## src/rtl/j1_uart_io.sv

```systemverilog
// J1 I/O-bus UART responder: data register at BASE_ADDR, status at BASE_ADDR+2.
// 8N1 transmitter fed by a small FIFO; receiver with a single holding register.
module j1_uart_io #(
  parameter logic [15:0] BASE_ADDR = 16'h4000,
  parameter int          CLK_DIV   = 434,
  parameter int          TX_AW     = 3
) (
  input  logic        sys_clk_i,
  input  logic        sys_rst_n_i,
  input  logic        io_rd,
  input  logic        io_wr,
  input  logic [15:0] io_addr,
  input  logic [15:0] io_dout,
  output logic [15:0] io_din,
  input  logic        uart_rx_i,
  output logic        uart_tx_o,
  output logic [2:0]  o_rx_state
);

  localparam int              CW        = (CLK_DIV > 1) ? $clog2(CLK_DIV) : 1;
  localparam logic [CW-1:0]   DIV_FULL  = CW'(CLK_DIV - 1);
  localparam logic [CW-1:0]   DIV_HALF  = CW'(CLK_DIV / 2);
  localparam logic [CW-1:0]   CNT_ONE   = CW'(1);
  localparam int              DEPTH     = 1 << TX_AW;
  localparam logic [TX_AW:0]  PTR_ONE   = (TX_AW + 1)'(1);
  localparam logic [15:0]     STAT_ADDR = BASE_ADDR + 16'd2;

  typedef enum logic [2:0] {
    RX_IDLE  = 3'd0,
    RX_START = 3'd1,
    RX_DATA  = 3'd2,
    RX_STOP  = 3'd3,
    RX_BREAK = 3'd4
  } rx_state_t;

  // Bus decode
  logic w_hit_d, w_hit_s, w_push_req, w_pop, w_clr;
  assign w_hit_d    = (io_addr == BASE_ADDR);
  assign w_hit_s    = (io_addr == STAT_ADDR);
  assign w_push_req = io_wr & w_hit_d;
  assign w_pop      = io_rd & w_hit_d;
  assign w_clr      = io_wr & w_hit_s;

  logic w_unused;
  assign w_unused = ^io_dout[15:8];

  // TX FIFO
  logic [7:0]     r_fifo [DEPTH];
  logic [TX_AW:0] r_wr_ptr, r_rd_ptr;
  logic           w_empty, w_full, w_tx_load, w_push, w_ovf_set;
  logic [7:0]     w_fifo_head;

  logic           r_tx_busy;
  logic [9:0]     r_tx_shift;
  logic [CW-1:0]  r_tx_cnt;
  logic [3:0]     r_tx_bit;
  logic           w_tx_done, w_tx_idle;

  assign w_empty     = (r_wr_ptr == r_rd_ptr);
  assign w_full      = (r_wr_ptr[TX_AW] != r_rd_ptr[TX_AW]) &&
                       (r_wr_ptr[TX_AW-1:0] == r_rd_ptr[TX_AW-1:0]);
  assign w_fifo_head = r_fifo[r_rd_ptr[TX_AW-1:0]];
  assign w_tx_done   = r_tx_busy && (r_tx_cnt == '0) && (r_tx_bit == 4'd9);
  // Reloading on the stop-bit edge keeps back-to-back frames gapless.
  assign w_tx_load   = (~r_tx_busy | w_tx_done) & ~w_empty;
  // A full FIFO still accepts a byte when the head leaves on the same edge.
  assign w_push      = w_push_req & (~w_full | w_tx_load);
  assign w_ovf_set   = w_push_req & ~w_push;
  assign w_tx_idle   = w_empty & ~r_tx_busy;

  always_ff @(posedge sys_clk_i) begin
    if (w_push) r_fifo[r_wr_ptr[TX_AW-1:0]] <= io_dout[7:0];
  end

  always_ff @(posedge sys_clk_i or negedge sys_rst_n_i) begin
    if (!sys_rst_n_i) begin
      r_wr_ptr <= '0;
      r_rd_ptr <= '0;
    end else begin
      if (w_push)    r_wr_ptr <= r_wr_ptr + PTR_ONE;
      if (w_tx_load) r_rd_ptr <= r_rd_ptr + PTR_ONE;
    end
  end

  // TX shifter: bit 0 of the shift register is the line; all-ones is idle.
  always_ff @(posedge sys_clk_i or negedge sys_rst_n_i) begin
    if (!sys_rst_n_i) begin
      r_tx_busy  <= 1'b0;
      r_tx_shift <= '1;
      r_tx_cnt   <= '0;
      r_tx_bit   <= '0;
    end else if (w_tx_load) begin
      r_tx_busy  <= 1'b1;
      r_tx_shift <= {1'b1, w_fifo_head, 1'b0};
      r_tx_cnt   <= DIV_FULL;
      r_tx_bit   <= '0;
    end else if (w_tx_done) begin
      r_tx_busy  <= 1'b0;
    end else if (r_tx_busy) begin
      if (r_tx_cnt == '0) begin
        r_tx_shift <= {1'b1, r_tx_shift[9:1]};
        r_tx_bit   <= r_tx_bit + 4'd1;
        r_tx_cnt   <= DIV_FULL;
      end else begin
        r_tx_cnt   <= r_tx_cnt - CNT_ONE;
      end
    end
  end

  assign uart_tx_o = r_tx_shift[0];

  // RX synchroniser and FSM
  logic          r_rx_meta, r_rx_sync;
  rx_state_t     r_rx_state, w_rx_next;
  logic [CW-1:0] r_rx_cnt;
  logic [2:0]    r_rx_bits;
  logic [7:0]    r_rx_shift;
  logic          w_cnt_zero, w_cnt_half, w_cnt_full, w_sample, w_deliver, w_ferr_set;

  always_ff @(posedge sys_clk_i or negedge sys_rst_n_i) begin
    if (!sys_rst_n_i) begin
      r_rx_meta <= 1'b1;
      r_rx_sync <= 1'b1;
    end else begin
      r_rx_meta <= uart_rx_i;
      r_rx_sync <= r_rx_meta;
    end
  end

  assign w_cnt_zero = (r_rx_cnt == '0);

  always_ff @(posedge sys_clk_i or negedge sys_rst_n_i) begin
    if (!sys_rst_n_i) r_rx_state <= RX_IDLE;
    else              r_rx_state <= w_rx_next;
  end

  always_comb begin
    w_rx_next  = r_rx_state;
    w_cnt_half = 1'b0;
    w_cnt_full = 1'b0;
    w_sample   = 1'b0;
    w_deliver  = 1'b0;
    w_ferr_set = 1'b0;
    unique case (r_rx_state)
      RX_IDLE: begin
        if (!r_rx_sync) begin
          w_rx_next  = RX_START;
          w_cnt_half = 1'b1;
        end
      end
      RX_START: begin
        if (w_cnt_zero) begin
          if (!r_rx_sync) begin
            w_rx_next  = RX_DATA;
            w_cnt_full = 1'b1;
          end else begin
            w_rx_next  = RX_IDLE;
          end
        end
      end
      RX_DATA: begin
        if (w_cnt_zero) begin
          w_sample   = 1'b1;
          w_cnt_full = 1'b1;
          if (r_rx_bits == 3'd7) w_rx_next = RX_STOP;
        end
      end
      RX_STOP: begin
        if (w_cnt_zero) begin
          if (r_rx_sync) begin
            w_deliver = 1'b1;
            w_rx_next = RX_IDLE;
          end else begin
            w_ferr_set = 1'b1;
            w_rx_next  = RX_BREAK;
          end
        end
      end
      RX_BREAK: begin
        if (r_rx_sync) w_rx_next = RX_IDLE;
      end
      default: w_rx_next = RX_IDLE;
    endcase
  end

  assign o_rx_state = r_rx_state;

  // Bit counter wraps 7->0 on the eighth sample, so it is ready for the next frame.
  always_ff @(posedge sys_clk_i or negedge sys_rst_n_i) begin
    if (!sys_rst_n_i) begin
      r_rx_cnt   <= '0;
      r_rx_bits  <= '0;
      r_rx_shift <= '0;
    end else begin
      if (w_cnt_half)      r_rx_cnt <= DIV_HALF;
      else if (w_cnt_full) r_rx_cnt <= DIV_FULL;
      else if (!w_cnt_zero) r_rx_cnt <= r_rx_cnt - CNT_ONE;
      if (w_sample) begin
        r_rx_bits  <= r_rx_bits + 3'd1;
        r_rx_shift <= {r_rx_sync, r_rx_shift[7:1]};
      end
    end
  end

  // RX holding register and sticky flags
  logic       r_rx_valid, r_rx_ovr, r_rx_ferr, r_tx_ovf;
  logic [7:0] r_rx_data;
  logic       w_ovr_set;

  assign w_ovr_set = w_deliver & r_rx_valid & ~w_pop;

  always_ff @(posedge sys_clk_i or negedge sys_rst_n_i) begin
    if (!sys_rst_n_i) begin
      r_rx_valid <= 1'b0;
      r_rx_data  <= '0;
    end else if (w_deliver & (~r_rx_valid | w_pop)) begin
      r_rx_valid <= 1'b1;
      r_rx_data  <= r_rx_shift;
    end else if (w_pop) begin
      r_rx_valid <= 1'b0;
    end
  end

  // Write-one-to-clear; a set on the same edge wins.
  always_ff @(posedge sys_clk_i or negedge sys_rst_n_i) begin
    if (!sys_rst_n_i) begin
      r_rx_ovr  <= 1'b0;
      r_rx_ferr <= 1'b0;
      r_tx_ovf  <= 1'b0;
    end else begin
      r_rx_ovr  <= (r_rx_ovr  & ~(w_clr & io_dout[3])) | w_ovr_set;
      r_rx_ferr <= (r_rx_ferr & ~(w_clr & io_dout[4])) | w_ferr_set;
      r_tx_ovf  <= (r_tx_ovf  & ~(w_clr & io_dout[5])) | w_ovf_set;
    end
  end

  logic [15:0] w_status;
  assign w_status = {10'd0, r_tx_ovf, r_rx_ferr, r_rx_ovr, r_rx_valid, w_tx_idle, w_full};

  always_comb begin
    io_din = 16'h0000;
    if (w_hit_d)      io_din = {8'h00, r_rx_data};
    else if (w_hit_s) io_din = w_status;
  end

endmodule
```

## config.mk

```make
export PLATFORM = sky130hd
export DESIGN_NAME = j1_uart_io
export DESIGN_NICKNAME = d
export VERILOG_FILES = /design/src/rtl/j1_uart_io.sv
export SDC_FILE = /design/constraint.sdc
export NUM_CORES = 1
export LEC_CHECK = 0
export ABC_AREA = 1
export ABC_CLOCK_PERIOD_IN_PS = 2200
export BUFFER_PORTS_ARGS = -buffer_cell sky130_fd_sc_hd__buf_2
export CAP_MARGIN = 20
export CORE_MARGIN = 3
export CORE_UTILIZATION = 30
export CTS_CLUSTER_SIZE = 40
export DETAILED_ROUTE_END_ITERATION = 7
export SLEW_MARGIN = 20
export SYNTH_ARGS = -nofsm -noshare
export SYNTH_HDL_FRONTEND = slang
export SYNTH_SLANG_ARGS = --single-unit
```

## constraint.sdc

```tcl
create_clock -name sys_clk_i -period 2.2 [get_ports sys_clk_i]
set_clock_uncertainty 0.1 [all_clocks]
set_input_delay 0.44 -clock sys_clk_i [delete_from_list [all_inputs] [get_ports sys_clk_i]]
set_output_delay 0.44 -clock sys_clk_i [all_outputs]
set_load 0.05 [all_outputs]
```

; ---- Word level (Yosys, flattened, before mapping)
; Memories as Yosys holds them, arrays and structs flattened.
; Index checks and enable logic that the tools add are counted.
[classes]
n_shift = 0
bitwise_logic = 31
n_eq_ne = 19
div_mod_pow = 0
n_addsub = 6
n_reduce_logical = 13
n_mux = 42
mul = 0
magnitude_cmp = 0
[ops]
columns = cell, n
row1 = two-way mux 9 bit, 7
row2 = two-way mux 10 bit, 4
row3 = "== test 16 x 15 -> 1 bit, second input constant", 2
row4 = two-way mux 3 bit, 7
row5 = zero test 9 bit, 2
row6 = "subtractor 9 x 1 -> 9 bit, second input constant", 2
row7 = bitwise AND 1 bit, 16
row8 = two-way mux 4 bit, 4
row9 = two-way mux 1 bit, 15
row10 = case mux 3 bit (5 select lines), 1
row11 = "inequality test 2 bit, second input constant", 7
row12 = "adder 4 x 1 -> 4 bit, second input constant", 3
row13 = inverter 1 bit, 9
row14 = two-way mux 8 bit, 1
row15 = nonzero test 2 bit, 4
row16 = "== test 3 x 2 -> 1 bit, second input constant", 2
row17 = "== test 3 bit, second input constant", 2
row18 = two-way mux 6 bit, 1
row19 = OR 1 bit, 6
row20 = AND reduction 6 bit, 1
row21 = == test 4 bit, 1
row22 = "== test 4 bit, second input constant", 1
row23 = "adder 3 x 1 -> 3 bit, second input constant", 1
row24 = "== test 3 x 1 -> 1 bit, second input constant", 1
row25 = other kinds (9), 11
[totals]
regBits = 69
wordCells = 129
latch_bits = 0
out_inout_bits = 20
mem_bits_rw = 64
romBits = 0
memories = 1
[mem_list]
columns = name, depth, word_bits, rd, rd_ports_with_merged_regs, wr, line_no
row1 = r_fifo, 8, 8, 1, 0, 1, 48  ; logic [7:0] r_fifo [DEPTH];

; ---- Depth between registers and ports, before layout
[depth]
depth_word = 10
mapped_depth = 11

; ---- Worst setup path after synthesis
; OpenSTA, ideal clock, no wires.
[synth_path]
path_kind = reg2out
startpoint = reg r_rd_ptr[0]
endpoint = out io_din[1]
n_path_buf = 1
path_stages_with_launch = 7
required_time_ps = 1660
slack_ps = -476
arrival_time_ps = 2136
path_cell_list = dfrtp_1 > buf_2 > nand2_1 > nand2_1 > nor2_2 > nand2_2 > o31ai_1
[synth_between]
elab_chain_cells = 4
[synth_lines]
columns = item, line_no
row1 = start: declaration, 49  ; logic [TX_AW:0] r_wr_ptr, r_rd_ptr;
row2 = start signal: assignment, 81  ; if (w_tx_load) r_rd_ptr <= r_rd_ptr + PTR_ONE;
row3 = == test 4 bit, 59  ; assign w_empty = (r_wr_ptr == r_rd_ptr);
row4 = bitwise AND 1 bit, 69  ; assign w_tx_idle = w_empty & ~r_tx_busy;
row5 = two-way mux 6 bit, 243  ; else if (w_hit_s) io_din = w_status;
row6 = two-way mux 8 bit, 242  ; if (w_hit_d) io_din = {8'h00, r_rx_data};
row7 = end: declaration, 14  ; output logic [15:0] io_din,
; Every way passes these cells.

; ---- Worst setup path after layout
[layout_path]
startpoint = reg r_wr_ptr[1]
endpoint = out io_din[0]
[layout_between]
elab_chain_cells = 4
[layout_lines]
columns = item, line_no
row1 = start: declaration, 49
row2 = start signal: assignment, 80  ; if (w_push) r_wr_ptr <= r_wr_ptr + PTR_ONE;
row3 = == test 3 bit, 61  ; (r_wr_ptr[TX_AW-1:0] == r_rd_ptr[TX_AW-1:0]);
row4 = logical AND 1 bit, 60  ; assign w_full = (r_wr_ptr[TX_AW] != r_rd_ptr[TX_AW]) &&
row5 = two-way mux 6 bit, 243
row6 = two-way mux 8 bit, 242
; Every way passes these cells.

==> impl_metrics.py <==
metrics = {
    "synthesis": {
        "ys_types": 40,
        "seq_area_frac_synth_pct": 57.4,
        "syn_area_sq_um": 6330,
        "synthCells": 701,
        "synth_area_leaders": "edfxtp_1 30%, dfrtp_1 23%, nand2_1 13%",
        "synth_edf_count": 64,
        "yosysWarningCount": 0,
        "avgSynthCellArea_sq_um": 9.04,
        "synth.ff_latch_count": 132,
        "synth.top_cell.area_share_pct": 30.3,
        "yosys.area.top_type": "edfxtp_1",
        "synthFlopType": "edfxtp_1",
        "synth-async-reset-ratio_pct": 51.5,
    },
    "route": {
        "wl_per_cell_microns": 12.4,
        "final_antenna_net_count": 0,
        "routed_wl_microns": 13200,
        "vias": 4633,
        "drc": 0,
        "first_iter_violations": 260,
        "viasPerCell": 4.35,
        "drtPass1Iterations": 4,
    },
    "final_layout": {
        "nets": 827,
        "syn2layout_area_growth_pct": 22.2,
        "diodes": 0,
        "fin_util_pct": 37.8,
        "drive_gt1_share_pct": 21.4,
    },
    "critical_path": {
        "critPathArrivalTime_ns": 1.66,
        "cp-end-kind": "output pin",
        "reg2reg_depth": 11,
        "worstPathRequired_ns": 1.66,
        "critPathKind": "reg2out",
        "worstPathMaxFanout": 4,
        "startpoint_type": "flop",
    },
    "placed_design": {
        "port_buffers": 40,
        "pre_cts_ws_ns": -0.00264,
        "dp_hpwl_microns": 8990,
        "gp_congestion": 0.764,
    },
    "clocking": {
        "cts.clk_slew.worst_paths_ns": 0.06,
        "cts_tree": "yes",
        "clock_tree.root_cell": "clkbuf_16",
        "htreeDepth": 4,
        "cts_buffer_depth": 2,
        "insertion_delay_ns": 0.42,
        "cts.sinks": 132,
        "cts_made_buffers": 17,
    },
    "power": {
        "leakage_uw": 0.00359,
        "power_uw": 7220,
        "ir_worst_vdd_uv": 590,
        "p_sw_share_pct": 30.5,
        "p_clk_share_pct": 38.3,
        "p_per_area_nw_per_um2": 933,
        "p_int_uw": 5020,
        "seq_power_share_pct": 42.0,
        "p_comb_share_pct": 19.7,
        "switchingPower_uw": 2200,
    },
    "floorplan": {
        "io_pins": 57,
        "die_w_microns": 151,
        "core_area_sq_um": 20500,
        "fp.dieH_microns": 151,
        "rows": 52,
        "die_area_sq_um": 22900,
        "start_util_pct": 30.9,
    },
    "global_route": {
        "overflow": 0,
        "grt_max_degree": 38,
        "grt_usage_pct": 12.3,
        "antenna_found_initial": 0,
        "grt_pass1_vias": 4509,
        "grt_first_pass_wirelength_microns": 22100,
    },
    "timing": {
        "rsz0062_at_grt": "true",
        "finalCritPeriodShare_pct": 99.9,
        "slew_viol_final": 0,
        "fin_ws_ns": 0.00281,
        "post-route-min-period_ns": 2.20,
        "tns_ns": 0,
        "setup_viol": 0,
        "hold_violations": 0,
        "fmaxAchievable_mhz": 455,
    },
    "hold_path": {
        "whs_path_depth": 1,
        "hold_class": "in2reg",
    },
    "run_status": {
        "status": "complete, no violations",
    },
    "flow_run": {
        "maxCapViolCount": 0,
    },
}
[through the flow]
step                      std cells  area [sq um]  hold WS, ns
after detailed placement       1023          7000        0.248
after CTS                      1063          7670        0.180
final                          1065          7740        0.197
after floorplan                 708          6370       0.0444
after global routing           1065          7740        0.195
after global placement         1023          7000        0.246
[timing repair]
| item | CTS | global route |
|---|---|---|
| hold endpoints to repair | 14 | 0 |
| pin swaps | 2 | 6 |
| resized for setup | 10 | 21 |
| hold buffers | 2 | 0 |
| buffers inserted | 6 | 2 |
| setup endpoints to repair | 2 | 70 |
[cell usage after synthesis (2+ instances only)]
cell	instances
clkbuf_1	3
a21oi_1	10
buf_2	9
nor2_4	3
xor2_1	10
nand2_4	4
ha_1	8
nor2_1	59
inv_2	3
nand2_1	220
nor3_1	4
buf_6	2
nor2_2	3
buf_4	11
nand2_2	7
nand3_1	82
nand3b_1	4
dfrtp_1	57
xnor2_1	2
o21ai_0	22
edfxtp_1	64
nor3_4	2
nand4_1	3
o22ai_1	2
inv_1	77
nand3_2	2
o211ai_1	3
dfstp_2	11
o21ai_2	3
[power groups by stage]
stage	Clock, uW	Combinational, uW	Sequential (uW)
after global routing	2930	1620	3070
after floorplan	0	1010	3060
after CTS	2820	1440	3020
after global placement	0	1390	3060
after detailed placement	0	1410	3060
final	2770	1420	3030
[logic make-up after synthesis]
kind of cell               count (synthesis)  synth area share (%)
buffers and inverters                    105                  7.29
xor gates and xnor gates                  12                  1.66
DFF                                      132                  57.4
adders and majority gates                  8                  1.58
and+or+nand+nor                          396                  27.5
muxes                                      1                 0.158
other                                      1                0.0592
AOI/OAI and AO/OA                         46                  4.35
[area by class of cell]
| cell class | instances | area (sq um) |
|---|---|---|
| Clock buffer | 19 | 464 |
| Clock inverter | 13 | 118 |
| Fill cell | 2051 | 12800 |
| Inverter | 80 | 300 |
| Multi-Input combinational cell | 471 | 2310 |
| Sequential cell | 132 | 3640 |
| Tap cell | 270 | 338 |
| Timing Repair Buffer | 80 | 564 |
[worst max-delay path, stage by stage, from the launching register on]
cell and delay, ns:
dfrtp_2 0.43, nand2_1 0.07, nand2_1 0.06, nor2_2 0.16, and3_4 0.23, nand3_2 0.07
nand2_2 0.07, buf_6 0.15
[layer usage]
layer,track usage [%],up-vias,part of all wire [%]
met5,0,-,0
met4,3.45,0,0.87
met3,3.23,13,3.5
met2,20.7,69,50
met1,15.7,2137,46
li1,-,2414,-
[registers in the layout (all words and copies together), names as in the netlist, 3 cells and up]
| signal | count |
|---|---|
| r_fifo | 64 |
| r_rx_cnt | 9 |
| r_tx_cnt | 9 |
| r_tx_shift | 9 |
| r_rx_data | 8 |
| r_rx_shift | 8 |
| r_rd_ptr | 4 |
| r_tx_bit | 4 |
| r_wr_ptr | 4 |
| o_rx_state | 3 |
| r_rx_bits | 3 |
[placed cells by master (no fill, tap or decap), types with 11 or more instances in the layout]
master     instances
dfrtp_1           53
dfstp_2           11
buf_4             31
inv_1             72
nand3_1           81
nor2_1            53
buf_2             37
nand2_1          219
edfxtp_1          64
clkbuf_16         18
o21ai_0           22
[final timing paths]
kind | from | to | slack [ns]
max | r_wr_ptr[1] | io_din[0] | 0.003
min | io_dout[1] | r_fifo[4][1] | 0.20
max reg2reg | r_tx_cnt[0] | r_fifo[3][2] | 0.16
min reg2reg | r_rx_meta | r_rx_sync | 0.26
max in group asynchronous | sys_rst_n_i | r_tx_shift[1] | 1.00
min in group asynchronous | sys_rst_n_i | r_rx_bits[0] | 0.39
Power figures use the tool's default switching activity.
